===== config.mk =====
export PLATFORM = sky130hd
export DESIGN_NAME = alu_arbiter
export DESIGN_NICKNAME = d
export VERILOG_FILES = /design/src/rtl/alu_arbiter_pkg.sv /design/src/rtl/alu_arbiter_core.sv /design/src/rtl/alu_arbiter.sv
export SDC_FILE = /design/constraint.sdc
export NUM_CORES = 1
export LEC_CHECK = 0
export ABC_AREA = 1
export CAP_MARGIN = 15
export CORE_ASPECT_RATIO = 1.2
export CORE_UTILIZATION = 40
export DETAILED_ROUTE_END_ITERATION = 12
export PLACE_DENSITY = 0.69
export SLEW_MARGIN = 15
export SYNTH_ARGS = -nofsm -noshare
export SYNTH_HDL_FRONTEND = slang
export SYNTH_SLANG_ARGS = --single-unit

===== constraint.sdc =====
create_clock -name clk -period 2.12 [get_ports clk]
set_input_delay 0.318 -clock clk [delete_from_list [all_inputs] [get_ports clk]]
set_output_delay 0.318 -clock clk [all_outputs]
set_load 0.1 [all_outputs]

===== src/rtl/alu_arbiter_pkg.sv =====
// Shared constants for the two-requester ALU arbiter: width default, opcodes, FSM states.
package alu_arbiter_pkg;

  localparam int unsigned DW_DEFAULT = 4;
  localparam int unsigned OP_W       = 4;

  localparam logic [OP_W-1:0] OP_ADD   = 4'd0;
  localparam logic [OP_W-1:0] OP_SUB   = 4'd1;
  localparam logic [OP_W-1:0] OP_NOTA  = 4'd2;
  localparam logic [OP_W-1:0] OP_AND   = 4'd3;
  localparam logic [OP_W-1:0] OP_OR    = 4'd4;
  localparam logic [OP_W-1:0] OP_NAND  = 4'd5;
  localparam logic [OP_W-1:0] OP_NOR   = 4'd6;
  localparam logic [OP_W-1:0] OP_XOR   = 4'd7;
  localparam logic [OP_W-1:0] OP_XNOR  = 4'd8;
  localparam logic [OP_W-1:0] OP_PASSA = 4'd9;
  localparam logic [OP_W-1:0] OP_ZERO  = 4'd10;
  localparam logic [OP_W-1:0] OP_ONE   = 4'd11;
  localparam logic [OP_W-1:0] OP_INCA  = 4'd12;
  localparam logic [OP_W-1:0] OP_DECA  = 4'd13;
  localparam logic [OP_W-1:0] OP_INCB  = 4'd14;
  localparam logic [OP_W-1:0] OP_DECB  = 4'd15;

  typedef enum logic {
    IDLE = 1'b0,
    EXEC = 1'b1
  } state_t;

  // Round-robin pick: on a tie the requester that did not win last time goes next.
  function automatic logic rr_pick(input logic r0, input logic r1, input logic last_id);
    logic id;
    if (r0 && r1) id = ~last_id;
    else          id = r1;
    return id;
  endfunction

endpackage


===== src/rtl/alu_arbiter_core.sv =====
// Purely combinational ALU; all arithmetic wraps modulo 2^DW.
module alu_core
  import alu_arbiter_pkg::*;
#(
  parameter int unsigned DW = DW_DEFAULT
) (
  input  logic [OP_W-1:0] op,
  input  logic [DW-1:0]   a,
  input  logic [DW-1:0]   b,
  output logic [DW-1:0]   res_c
);

  localparam logic [DW-1:0] ONE = DW'(1);

  // Opcode decode; carries and borrows fall off the top bit.
  always_comb begin
    res_c = '0;
    case (op)
      OP_ADD:   res_c = a + b;
      OP_SUB:   res_c = a - b;
      OP_NOTA:  res_c = ~a;
      OP_AND:   res_c = a & b;
      OP_OR:    res_c = a | b;
      OP_NAND:  res_c = ~(a & b);
      OP_NOR:   res_c = ~(a | b);
      OP_XOR:   res_c = a ^ b;
      OP_XNOR:  res_c = ~(a ^ b);
      OP_PASSA: res_c = a;
      OP_ZERO:  res_c = '0;
      OP_ONE:   res_c = ONE;
      OP_INCA:  res_c = a + ONE;
      OP_DECA:  res_c = a - ONE;
      OP_INCB:  res_c = b + ONE;
      OP_DECB:  res_c = b - ONE;
      default:  res_c = '0;
    endcase
  end

endmodule


===== src/rtl/alu_arbiter.sv =====
// Two-requester round-robin front end to a shared ALU: grant, latch operands, compute, report.
module alu_arbiter
  import alu_arbiter_pkg::*;
#(
  parameter int unsigned DW = DW_DEFAULT
) (
  input  logic            clk,
  input  logic            rst,
  input  logic            req0,
  input  logic [3:0]      op0,
  input  logic [DW-1:0]   a0,
  input  logic [DW-1:0]   b0,
  output logic            ack0,
  input  logic            req1,
  input  logic [3:0]      op1,
  input  logic [DW-1:0]   a1,
  input  logic [DW-1:0]   b1,
  output logic            ack1,
  output logic [DW-1:0]   y,
  output logic            y_valid,
  output logic            y_id,
  output logic            y_zero,
  output logic            busy
);

  state_t            state;
  state_t            state_d;
  logic              accept;
  logic              grant_id;
  logic              last_id;
  logic              id_q;
  logic [OP_W-1:0]   op_q;
  logic [DW-1:0]     a_q;
  logic [DW-1:0]     b_q;
  logic [DW-1:0]     alu_res_c;

  alu_core #(.DW(DW)) u_alu (
    .op    (op_q),
    .a     (a_q),
    .b     (b_q),
    .res_c (alu_res_c)
  );

  // State register.
  always_ff @(posedge clk or posedge rst) begin
    if (rst) state <= IDLE;
    else     state <= state_d;
  end

  // Next state and grant decision; requests are only looked at in IDLE.
  always_comb begin
    state_d  = state;
    accept   = 1'b0;
    grant_id = 1'b0;
    case (state)
      IDLE: begin
        if (req0 || req1) begin
          accept   = 1'b1;
          grant_id = rr_pick(req0, req1, last_id);
          state_d  = EXEC;
        end
      end
      EXEC:    state_d = IDLE;
      default: state_d = IDLE;
    endcase
  end

  // Operand capture and ack pulse on the accepting edge.
  always_ff @(posedge clk or posedge rst) begin
    if (rst) begin
      op_q <= '0;
      a_q  <= '0;
      b_q  <= '0;
      id_q <= 1'b0;
      ack0 <= 1'b0;
      ack1 <= 1'b0;
    end else begin
      ack0 <= accept && !grant_id;
      ack1 <= accept && grant_id;
      if (accept) begin
        id_q <= grant_id;
        if (grant_id) begin
          op_q <= op1;
          a_q  <= a1;
          b_q  <= b1;
        end else begin
          op_q <= op0;
          a_q  <= a0;
          b_q  <= b0;
        end
      end
    end
  end

  // Result registers; y/y_id/y_zero hold until the next completion.
  always_ff @(posedge clk or posedge rst) begin
    if (rst) begin
      y       <= '0;
      y_valid <= 1'b0;
      y_id    <= 1'b0;
      y_zero  <= 1'b1;
      last_id <= 1'b1;
    end else begin
      y_valid <= 1'b0;
      if (state == EXEC) begin
        y       <= alu_res_c;
        y_zero  <= (alu_res_c == '0);
        y_id    <= id_q;
        last_id <= id_q;
        y_valid <= 1'b1;
      end
    end
  end

  // Busy mirrors the registered state.
  always_ff @(posedge clk or posedge rst) begin
    if (rst) busy <= 1'b0;
    else     busy <= (state_d != IDLE);
  end

endmodule


==> results of run 1 <==
## registers in the layout (all words and copies together), names as in the netlist, 4 cells and up
register / flops
y: 4
a_q: 4
b_q: 4
op_q: 4
## per-stage QoR
step                       util  hold WS, ns  setup TNS [ns]
after global placement    0.541        0.458         -0.0203
final                     0.583        0.382               0
after detailed placement  0.541        0.462         -0.0640
after CTS                 0.571        0.391               0
after global routing      0.583        0.422          -0.200
after floorplan               -        0.331               0
## routing by layer
metal  global-route usage  vias up
met2                0.349       50
li1                     -      981
met3               0.0283       15
met5                    0        -
met4                0.122        0
met1                0.254      846
## Yosys cell counts
master / n / area share
buf_2: 2 / 0.0054
o211ai_1: 4 / 0.016
nand2_2: 1 / 0.0034
nand3b_1: 3 / 0.012
a21oi_1: 5 / 0.013
xor2_1: 3 / 0.014
clkbuf_1: 4 / 0.0081
dfstp_2: 2 / 0.028
clkinv_1: 1 / 0.0020
xnor2_1: 2 / 0.0094
fa_1: 2 / 0.022
o22ai_1: 10 / 0.034
nand4_1: 2 / 0.0067
inv_1: 27 / 0.055
o21a_1: 1 / 0.0040
ha_1: 15 / 0.10
inv_2: 5 / 0.010
buf_1: 1 / 0.0020
o21ai_1: 8 / 0.022
nor2_1: 29 / 0.059
or2_0: 1 / 0.0034
nand2_1: 81 / 0.16
nand3_1: 16 / 0.043
nand3_2: 1 / 0.0054
nor3_1: 2 / 0.0054
dfrtp_1: 22 / 0.30
o21ai_0: 16 / 0.043
nor2_2: 4 / 0.013
## power groups by stage
| stage | logic, mW | registers, mW | clock network, mW |
|---|---|---|---|
| global placement | 1.73 | 0.681 | 0 |
| floorplan | 0.828 | 1.11 | 0 |
| detailed placement | 1.73 | 0.681 | 0 |
| global route | 2.10 | 0.697 | 0.336 |
| finish | 1.94 | 0.680 | 0.309 |
| CTS | 1.82 | 0.675 | 0.313 |
## tightest hold or removal path, stage by stage
cell             delay (ns)
clkdlybuf4s50_1        0.39
inv_1                  0.05
buf_4                  0.29
## final cells by class
cell class,instances,area [µm²],share of cell area
Multi-Input combinational cell,206,1180,0.464
Sequential cell,24,604,0.238
Timing Repair Buffer,58,507,0.199
Inverter,33,125,0.0492
Tap cell,56,70.1,0.0276
Clock buffer,4,55.1,0.0217
## layout by cell type, fill, tap and decap left out, types with 3 or more instances in the layout
master,count
a21oi_1,4
o211ai_1,4
inv_1,25
nor2_2,3
nand3b_1,3
clkbuf_8,4
ha_1,14
nand2_1,77
nand3_1,12
nand2_2,4
nor2_1,29
o21ai_1,10
dfrtp_1,21
o22ai_1,10
buf_4,30
inv_2,7
o21ai_0,13
nand3_2,5
clkdlybuf4s50_1,27
## worst paths after layout
path | start | to | slack [ns] | cells after the start
max in group asynchronous | rst | y_zero | 1.46 | 3
min | rst | y_id | 0.38 | 3
max reg2reg | op_q[1] | y_zero | 0.01 | 14
min in group clk | last_id | last_id | 0.47 | 2
min reg2reg | last_id | last_id | 0.47 | 2
max | op_q[1] | y_zero | 0.01 | 14
## kinds of logic after synthesis
logic type      after synthesis
compound gates               44
fa+ha+maj                    17
simple gates                140
buf+inv                      40
xor+xnor                      5
flops                        24
## timing repair
action,CTS,global route
endpoints found under the hold margin,0,0
pin swaps,11,14
setup buffers,5,1
gates resized for setup,12,13
endpoints found under the setup margin,2,4
hold buffers,0,0
==> flow_summary_export.csv, run 1 <==
group,metric,value,unit
power_and_ir_drop,p_comb_frac,0.662,
yosys,synth_fa_ha_area_frac,0.123,
finish,finalNonFillerCells,381,
die,dieArea,4920,µm²
worst_setup_path,cp.arrival,2.31,ns
worst_setup_path,end_kind,"flop",
placed_design,dp_hpwl,3880,µm
global_route,grt_pass1_vias,1831,
sta,worstMarginPinSlew,0.515,ns
finish,n_antenna_cell,0,
sta,hold_violations,0,
sta,period_minus_slack,2.11,ns
detailed_routing,dr.first_iter.drc_count,112,
yosys,yosysSeqAreaShare,0.325,
finish,stdcell_area,2540,µm²
detailed_routing,num_vias,1892,
cts,clock-sinks,24,
yosys,syn-num-nets,315,
cts,clockBufferDepth,2,
die,die_w,64.2,µm
yosys,synth.distinct_cells,28,
cts,cts_tree,"built",
placed_design,port-buffer-count,37,
power_and_ir_drop,p_sw,1.50,mW
sta,setup_violations,0,
yosys,synth_top_family_by_area,"simple AND/OR/NAND/NOR gates",
global_route,grt_pass1_wl,8070,µm
power_and_ir_drop,internal_power,1.43,mW
sta,setup_ws,0.0145,ns
status,status,"finished, final reports clean",
die,core_area,4360,µm²
detailed_routing,maxUsedRoutingLayer,"met4",
yosys,synth-simple-area-share,0.315,
yosys,yosysWarnings,0,
placed_design,pre_cts_ws,-0.0365,ns
finish,syn2layout_area_growth,36.8,%
detailed_routing,vias_per_cell,4.97,
flow_run,max_cap_violations,0,
sta,slew_viol_final,0,
detailed_routing,antenna_left,0,
worst_setup_path,cpMaxStageDelayCell,"dfrtp_2",
cts,clock_latency,0.27,ns
power_and_ir_drop,vdd_ir_drop_max,0.000963,V
worst_setup_path,crit_top_cell,"nand2_1",
worst_setup_path,crit_family,"simple AND/OR/NAND/NOR gates",
power_and_ir_drop,power.leakage,1.26,nW
yosys,synth_xor_area_frac,0.0236,
worst_setup_path,worstPathCellList,"buf_4, inv_2, nand3_2, nand2_1, ha_1, fa_1, a21oi_1, nor2_1, nand3_1, nand2_2, nand2_1, nor2_1, nand2_1, nand2_1",
yosys,synth_mux_area_frac,0,
worst_setup_path,cp.required,2.33,ns
hold_path,min_path_type,"in2async",
sta,rsz0062_at_grt,"true",
placed_design,place_congestion,0.870,
detailed_routing,wl_per_cell,12.7,µm
cts,cts-buffers-inserted,3,
cts,cts-root-buf,"clkbuf_8",
power_and_ir_drop,p_sw_frac,0.513,
yosys,synth-seq-cells,24,
yosys,synthesis.area,1860,µm²
yosys,syn-mean-instance-area,6.88,µm²
power_and_ir_drop,power.total,2.93,mW
global_route,grt_start_max_net_pins,25,
cts,htree_num_levels,1,
finish,fill_cells,410,
detailed_routing,dr_wl_met2,2310,µm
worst_setup_path,cpPeakStageDelay,0.46,ns
sta,slew_headroom,0.657,
die,rows,26,
worst_setup_path,crit_path_start_kind,"flop",
die,die_h,76.7,µm
yosys,syn_inst,270,
detailed_routing,route.met3.wl,149,µm
sta,fmax,0.475,GHz
global_route,antenna_found_initial,0,
worst_setup_path,path_buf_inv,2,
global_route,gr-total-overflow,0,
finish,drive_above_1_share,0.203,
detailed_routing,dr.pass1.iters,4,
worst_setup_path,crit_fanout,5,
die,start_util,0.426,
placed_design,postPlaceCellArea,2360,µm²
sta,worst_clock_skew,0.00209,ns
power_and_ir_drop,power_frac_seq,0.232,
placed_design,dp.cells,371,
worst_setup_path,path_class,"reg2reg",
sta,period_share,0.993,
yosys,synth_compound_gate_area_share,0.132,
power_and_ir_drop,power.density,1150,nW/µm²
detailed_routing,drc,0,
power_and_ir_drop,clock_power_share,0.105,
global_route,grt_usage,0.209,
finish,nNetsFinal,371,
die,io_pins,38,
cts,clk_pin_slew,0.08,ns
detailed_routing,wl_met1,2200,µm
detailed_routing,routed_wl,4850,µm
Power figures use the tool's default switching activity.
==> run 2, diff against run 1 <==
--- a/config.mk
+++ b/config.mk
@@ -8,6 +8,7 @@
 export ABC_AREA = 1
 export CAP_MARGIN = 15
 export CORE_ASPECT_RATIO = 1.2
+export CORE_MARGIN = 2
 export CORE_UTILIZATION = 40
 export DETAILED_ROUTE_END_ITERATION = 12
 export PLACE_DENSITY = 0.69
==> flow_summary_export.csv, run 2 (synthesized netlist as in run 1, its figures left out) <==
group,metric,value,unit
sta,period_share,0.962,
sta,slew_headroom,0.639,
sta,worstMarginPinSlew,0.541,ns
flow_run,max_cap_violations,0,
finish,drive_above_1_share,0.186,
placed_design,dp_hpwl,3970,µm
die,start_util,0.410,
die,die_h,78.7,µm
sta,hold_violations,0,
global_route,grt_pass1_wl,8000,µm
cts,clockBufferDepth,2,
sta,slew_viol_final,0,
power_and_ir_drop,power.density,1120,nW/µm²
global_route,grt_pass1_vias,1780,
hold_path,min_path_type,"in2async",
cts,htree_num_levels,1,
finish,n_antenna_cell,0,
global_route,grt_usage,0.197,
sta,period_minus_slack,2.04,ns
sta,rsz0062_at_grt,"true",
worst_setup_path,path_class,"reg2reg",
cts,cts-root-buf,"clkbuf_8",
global_route,gr-total-overflow,0,
power_and_ir_drop,vdd_ir_drop_max,0.000526,V
detailed_routing,num_vias,1866,
die,dieArea,5210,µm²
worst_setup_path,crit_fanout,3,
worst_setup_path,end_kind,"flop",
die,die_w,66.2,µm
detailed_routing,vias_per_cell,4.91,
finish,nNetsFinal,368,
finish,fill_cells,448,
detailed_routing,drc,0,
worst_setup_path,rr_worst_depth,12,
status,status,"finished, final reports clean",
finish,mostFrequentLayoutCell,"nand2_1",
placed_design,place_congestion,0.937,
global_route,grt_start_max_net_pins,25,
sta,fmax,0.490,GHz
cts,clock_latency,0.26,ns
detailed_routing,dr.first_iter.drc_count,97,
power_and_ir_drop,power.leakage,1.23,nW
power_and_ir_drop,power.total,2.80,mW
detailed_routing,dr.pass1.iters,4,
worst_setup_path,cp-startpoint,"a_q[0]",
sta,worst_clock_skew,0.00250,ns
global_route,antenna_found_initial,0,
die,core_area,4530,µm²
finish,final_cell_mix,"nand2_1 (77), nor2_1 (29), inv_1 (27), clkdlybuf4s50_1 (27), buf_4 (26)",
sta,holdWs,0.381,ns
worst_setup_path,r2r_slack,0.08,ns
worst_setup_path,crit_end,"y[3]",
cts,clk_pin_slew,0.08,ns
detailed_routing,routed_wl,4870,µm
worst_setup_path,cp.required,2.31,ns
worst_setup_path,reg2reg_from,"a_q[0]",
cts,cts-buffers-inserted,3,
sta,setup_violations,0,
cts,cts_tree,"built",
finish,syn2layout_area_growth,34.3,%
cts,clock-sinks,24,
detailed_routing,wl_per_cell,12.8,µm
die,rows,27,
worst_setup_path,crit_path_start_kind,"flop",
worst_setup_path,r2r-end,"y[3]",
detailed_routing,antenna_left,0,
die,io_pins,38,
placed_design,port-buffer-count,37,
worst_setup_path,cp.arrival,2.23,ns
==> run 2: cell count changes in the layout (fill, tap and decap cells not counted), sizes merged <==
cell | before | now
inv | 32 | 33
buf | 31 | 28
clkinv | 1 | 0
==> run 2: per-layer routing <==
metal / vias to the layer above / part of all wire / global-route usage
met1: 837 / 0.45 / 0.249
met5: - / 0 / 0
li1: 978 / - / -
met3: 10 / 0.017 / 0.0115
met4: 0 / 0.028 / 0.0837
met2: 41 / 0.50 / 0.343
==> run 2: critical path, stage by stage, from the launching register on <==
cell and delay, ns:
dfrtp_1 0.39, inv_1 0.10, ha_2 0.19, xnor2_1 0.11
o21ai_1 0.08, ha_1 0.35, a21oi_2 0.16, nand2_2 0.08
xor2_1 0.15, nand3_1 0.09, nand3_1 0.07, nand2_1 0.08
o21ai_1 0.13
==> run 2: per-stage QoR <==
step	setup WS [ns]	cells	TNS [ns]	instance area (µm²)	util
CTS	0.0173	375	0	2400	0.530
detailed placement	-0.0566	371	-0.101	2340	0.518
global route	-0.0379	380	-0.0753	2500	0.551
floorplan	0.00345	270	0	1860	-
global placement	0.00862	371	0	2340	0.518
finish	0.0798	380	0	2500	0.551
==> run 2: where the power goes <==
part	internal, mW	switching [mW]	total, mW
clock	0.166	0.144	0.310
combinational	0.606	1.20	1.80
sequential	0.588	0.101	0.689
total	1.36	1.44	2.80
==> run 2: worst min-delay path by stage <==
stage	to	start
finish	y[3]	rst
global route	y[3]	rst
CTS	y_id	rst
detailed placement	y_id	y_id
global placement	y_id	y_id
floorplan	a_q[0]	rst
==> run 2: layout make-up <==
class	count	area [µm²]	share of cell area
Clock buffer	4	55.1	0.0221
Inverter	33	124	0.0496
Timing Repair Buffer	55	488	0.195
Sequential cell	24	607	0.243
Tap cell	58	72.6	0.0291
Multi-Input combinational cell	206	1150	0.461
==> run 2: timing repair <==
item / CTS / global route
endpoints found under the setup margin: 2 / 4
hold buffers: 0 / 0
resized for setup: 1 / 21
pin swaps: 0 / 2
buffers inserted: 0 / 5
